File: config.mk
export PLATFORM = sky130hd
export DESIGN_NAME = bcd_to_bin_seq
export DESIGN_NICKNAME = d
export VERILOG_FILES = /design/src/rtl/bcd_to_bin_seq_pkg.sv /design/src/rtl/bcd_digit_corr.sv /design/src/rtl/bcd_to_bin_seq.sv
export SDC_FILE = /design/constraint.sdc
export NUM_CORES = 1
export LEC_CHECK = 0
export BUFFER_PORTS_ARGS = -buffer_cell sky130_fd_sc_hd__buf_2
export CORE_ASPECT_RATIO = 2
export CORE_MARGIN = 2
export CORE_UTILIZATION = 53
export CTS_BUF_LIST = sky130_fd_sc_hd__clkbuf_4
export CTS_CLUSTER_SIZE = 20
export DETAILED_ROUTE_END_ITERATION = 12
export PLACE_DENSITY_LB_ADDON = 0.05
export SLEW_MARGIN = 15
export SYNTH_ARGS = -nofsm -noshare
export SYNTH_HDL_FRONTEND = slang
export SYNTH_HIERARCHICAL = 1
export SYNTH_SLANG_ARGS = --single-unit
export TNS_END_PERCENT = 20
File: constraint.sdc
create_clock -name clk -period 1.44 [get_ports clk]
set_input_delay 0.072 -clock clk [delete_from_list [all_inputs] [get_ports clk]]
set_output_delay 0.072 -clock clk [all_outputs]
set_load 0.005 [all_outputs]
File: src/rtl/bcd_to_bin_seq_pkg.sv
// Shared types and constants for the sequential BCD-to-binary converter.
// Holds the FSM state type, default sizes and reverse double-dabble correction constants.
package bcd_to_bin_seq_pkg;

    typedef enum logic [1:0] {
        IDLE  = 2'd0,
        SHIFT = 2'd1,
        DONE  = 2'd2
    } state_t;

    localparam int DEF_DIGITS = 4;
    localparam int DEF_BIN_W  = 14;

    // Digits at or above the threshold get the offset removed after each right shift.
    localparam logic [3:0] CORR_THRESH = 4'd8;
    localparam logic [3:0] CORR_OFFSET = 4'd3;

endpackage

File: src/rtl/bcd_digit_corr.sv
// Per-digit correction for reverse double-dabble: a digit >= 8 has 3 subtracted.
// Purely combinational; one instance per BCD digit.
module bcd_digit_corr
    import bcd_to_bin_seq_pkg::*;
(
    input  logic [3:0] din,
    output logic [3:0] dout
);

    assign dout = (din >= CORR_THRESH) ? (din - CORR_OFFSET) : din;

endmodule

File: src/rtl/bcd_to_bin_seq.sv
// Sequential packed-BCD to binary converter using reverse double-dabble.
// One bit of the result is produced per SHIFT cycle; BIN_W cycles per conversion.
module bcd_to_bin_seq
    import bcd_to_bin_seq_pkg::*;
#(
    parameter int DIGITS = DEF_DIGITS,
    parameter int BIN_W  = DEF_BIN_W
) (
    input  logic                  clk,
    input  logic                  rst,
    input  logic                  start,
    input  logic [4*DIGITS-1:0]   bcd_in,
    output logic [BIN_W-1:0]      bin_out,
    output logic                  busy,
    output logic                  done,
    output logic                  err
);

    localparam int BCD_W = 4 * DIGITS;
    localparam int CNT_W = $clog2(BIN_W + 1);

    state_t             state;
    state_t             state_nx;
    logic [BCD_W-1:0]   work;
    logic [BCD_W-1:0]   work_sh;
    logic [BCD_W-1:0]   work_corr;
    logic [BIN_W-1:0]   sreg;
    logic [BIN_W-1:0]   sreg_sh;
    logic [CNT_W-1:0]   cnt;
    logic               err_pend;
    logic               bad_in;
    logic               last_iter;

    function automatic logic has_bad_digit(input logic [BCD_W-1:0] v);
        logic bad;
        bad = 1'b0;
        for (int i = 0; i < DIGITS; i++) begin
            if (v[4*i +: 4] > 4'd9) bad = 1'b1;
        end
        return bad;
    endfunction

    assign bad_in    = has_bad_digit(bcd_in);
    assign last_iter = (cnt == CNT_W'(BIN_W - 1));

    // The working LSB drops into the MSB of the result register each cycle.
    assign work_sh = work >> 1;
    assign sreg_sh = {work[0], sreg[BIN_W-1:1]};

    for (genvar g = 0; g < DIGITS; g++) begin : g_corr
        bcd_digit_corr u_corr (
            .din  (work_sh[4*g +: 4]),
            .dout (work_corr[4*g +: 4])
        );
    end

    always_comb begin
        state_nx = state;
        case (state)
            IDLE: begin
                if (err_pend)                state_nx = DONE;
                else if (start && !bad_in)   state_nx = SHIFT;
            end
            SHIFT: begin
                if (last_iter)               state_nx = DONE;
            end
            DONE:                            state_nx = IDLE;
            default:                         state_nx = IDLE;
        endcase
    end

    // An invalid request is captured, flagged for one cycle, then reported from DONE.
    always_ff @(posedge clk or posedge rst) begin
        if (rst) begin
            state    <= IDLE;
            work     <= '0;
            sreg     <= '0;
            cnt      <= '0;
            err_pend <= 1'b0;
            bin_out  <= '0;
            err      <= 1'b0;
        end else begin
            state <= state_nx;
            case (state)
                IDLE: begin
                    if (err_pend) begin
                        err_pend <= 1'b0;
                        err      <= 1'b1;
                        bin_out  <= '0;
                    end else if (start) begin
                        work     <= bcd_in;
                        sreg     <= '0;
                        cnt      <= '0;
                        err_pend <= bad_in;
                    end
                end
                SHIFT: begin
                    work <= work_corr;
                    sreg <= sreg_sh;
                    if (!last_iter) begin
                        cnt <= cnt + CNT_W'(1);
                    end else begin
                        bin_out <= sreg_sh;
                        err     <= 1'b0;
                    end
                end
                default: ;
            endcase
        end
    end

    assign busy = (state != IDLE);
    assign done = (state == DONE);

endmodule

==> summary.txt <==
Run status
  – Status: finished, violations left
  – Violated checks: setup timing

Setup path
  – Slowest-stage cell, CP: dfrtp_1
  – Crit path to: bin_out[4]$_DFFE_PP0P_
  – CP top delay family: flip-flops
  – Critical path depth: 8
  – CP endpoint kind: flop
  – Slowest stage delay, CP: 0.41 ns
  – Critical path class: flop to flop
  – WP buf/inv: 3
  – Crit start category: flop
  – Reg2reg setup slack: -0.007 ns
  – FF-to-FF End: bin_out[4]$_DFFE_PP0P_
  – Critical path origin: cnt[1]$_DFFE_PP0P_
  – R2R cell count: 8
  – Crit-path max FO: 10
  – Reg2reg start: cnt[1]$_DFFE_PP0P_
  – Data arrival time of the critical path: between 1.5 and 2 ns
  – Crit path cell chain: inv_2 -> ha_4 -> nand3_4 -> nor3_4 -> buf_6 -> buf_8 -> nand2_1 -> o21ai_0
  – Worst EP required: 1.71 ns

Global routing
  – Largest net degree at the start of global routing: 52
  – Initial antenna violation count: 0
  – First-pass GRT wire length: 8430 µm
  – Grt ovf: 0
  – Vias in the first global route: 1843
  – Total GRT Usage: 21.0%

Timing
  – Endpoints failing setup: 1
  – Worst setup margin: -0.00747 ns
  – Final hold vios: 0
  – Final worst path period share: 101%
  – Clk_skew: 0.00808 ns
  – Unrepaired setup endpoints after global routing: yes
  – Tmin final: about 1.4 ns
  – Slew Limit Fails: 0
  – Fmax: 0.691 GHz

Synthesis
  – Number of enable flip-flop cells after synthesis: 0
  – Synth area leader: dfrtp_1
  – Share of the synthesized area in the top cell type: 50.4%
  – Fraction of registers with async set/reset: 100%
  – Area contributors post-synth: dfrtp_1, nand2_1, mux2i_1
  – Syn. warnings: 6
  – Synth Area per Inst: 10.0 µm²
  – Number of distinct standard cells referenced by the synthesized netlist: 31
  – Top cells by count, synth: dfrtp_1, nand2_1, o21ai_0
  – Primary FF master, synth: dfrtp_1
  – Synth Register Bits: 51
  – Synthesized cell area: 0.00253 mm²
  – Cells after Synth: 252
  – Sequential-to-total area share from yosys stat: between 50% and 60%

Clock tree
  – CTS tree: done
  – H-Tree Depth: 2
  – Clk sinks: 51
  – Clk root buf: clkbuf_4
  – Longest Clk Path Bufs: 2
  – Total CTS buffers: 5
  – Clock latency at the later pin of the worst-skew pair: around 0.36 ns
  – CTS clk-pin slew, worst paths: approximately 0.15 ns

Place
  – Worst slack at placement: 0.0168 ns
  – Dpl hpwl: 3700 µm
  – Port Buffer Count: 35
  – GP Congestion: 0.758

Power and ir drop
  – Sw Share: 37.8%
  – Maximum vdd drop: around 0.0014 V
  – Clk pwr share: ~15%
  – Leak: around 1.5 nW
  – Internal: 3.20 mW
  – Tot Pwr: 5.14 mW
  – Gate power share: 42.6%
  – Seq pwr share: 42.0%
  – Cell area power density: 1610 mW/mm²
  – Net Switching: between 1.5 and 2 mW

Job
  – Max-cap violations: 0

Die
  – Area of the core: 0.00460 mm²
  – Initial Util: 55.0%
  – IO Pins: 36
  – DIE WIDTH: 52.9 µm
  – Area of the die: roughly 0.0054 mm²
  – Die Height: 102 µm
  – Row count: 35

Routing
  – DR pass1 iterations: 4
  – Antenna Violating Nets Remaining: 0
  – Via Count: roughly 1900
  – Initial DRC count: 17
  – Detailed Route WL: 5140 µm
  – Vias/cell: 5.10
  – Wire per inst: 13.7 µm
  – DRC: 0

Cells and area
  – Area Overhead vs Synth: 26.1%
  – # diodes: 0
  – Fraction of layout cells with a size suffix above 1: about a quarter
  – Layout Nets: about 350

Hold path
  – Min-delay worst type: primary input to flop
## cells by family (layout without fill, tap and decap cells)
group,count (synthesis),count (layout),share of synthesized area [%]
other cells,1,5,0.148
xor+xnor,8,8,2.77
mux,16,16,6.33
simple gates,71,71,12.9
buf+inv,27,92,5.54
fa+ha+maj,10,10,4.94
flops,51,51,50.4
compound gates,68,68,17.0
## power groups by stage
stage | sequential [mW] | combinational [mW] | clock (mW)
global route | 2.22 | 2.46 | 0.877
detailed placement | 2.18 | 2.08 | 0
CTS | 2.15 | 2.11 | 0.811
floorplan | 2.06 | 1.50 | 0
finish | 2.16 | 2.19 | 0.792
global placement | 2.18 | 2.03 | 0
## worst min-delay path by stage
stage	start	to	slack (ns)	cells past startpoint
after floorplan	start	state[0]$_DFFE_PP0P_	0.24	2
after global placement	rst	work[15]$_DFFE_PP0P_	0.14	3
after detailed placement	rst	work[15]$_DFFE_PP0P_	0.14	3
after CTS	bcd_in[7]	work[7]$_DFFE_PP0P_	0.0006	3
after global routing	bcd_in[1]	work[1]$_DFFE_PP0P_	0.01	3
final	bcd_in[1]	work[1]$_DFFE_PP0P_	0.006	3
## layout make-up
| class | instances | area (µm²) |
|---|---|---|
| tap | 55 | 68.8 |
| inverter | 14 | 52.6 |
| clock buffer | 5 | 37.5 |
| clock inverter | 3 | 38.8 |
| sequential | 51 | 1280 |
| timing repair buffer | 70 | 549 |
| fill | 382 | 1410 |
| multi-input combinational | 178 | 1170 |
## routing by layer
metal / GRT usage, % / wire length, µm / vias to the layer above
met5: 0 / 0 / -
met1: 23.0 / 1950 / 903
li1: - / - / 984
met4: 5.92 / 70 / 0
met2: 39.8 / 3010 / 27
met3: 3.54 / 103 / 5
## flip-flops by register name (all words and copies together) (netlist names)
register	cells
err_pend	1
sreg	13
work	16
bin_out	14
cnt	4
state	2
err	1
## worst min-delay path, stage by stage
cell and delay [ns]:
buf_2 0.09, mux2i_1 0.06, o21ai_1 0.11
## stage by stage
step,setup TNS [ns],util (%),std cells,cell area [µm²],hold slack [ns]
floorplan,0,-,256,2550,0.236
global placement,0,62.8,349,2890,0.135
detailed placement,0,62.8,349,2890,0.136
CTS,-0.0265,66.9,368,3070,0.000617
global route,-1.24,69.4,376,3190,0.0107
finish,-0.00747,69.4,376,3190,0.00647
## what timing repair did
item                                    in CTS  in global routing
gates resized for setup                      0                 19
hold buffers                                11                  1
pin swaps                                    0                  4
endpoints found under the setup margin       3                 18
endpoints found under the hold margin       61                  1
cloned                                       0                  2
setup buffers                                0                  5
## cells in the final DEF, fill, tap and decap left out, types with 2 or more instances in the layout
master         netlist  layout
conb_1               1       5
inv_2                1       3
buf_2                7      35
clkbuf_4             0       5
buf_12               0       5
nand2_1             51      51
inv_1               13      11
xor2_1               4       4
ha_1                10       9
buf_4                2      14
nand2b_1             4       4
o21ai_1              8      10
buf_6                3       3
dfrtp_1             51      51
dlygate4sd3_1        0      12
o21ai_0             31      28
a22o_1              14      14
nand4_1              2       2
mux2i_1             16      16
nor2b_1              5       5
nor2_1               3       2
xnor2_1              4       4
a21oi_1              9       9
Power figures use the tool's default switching activity.
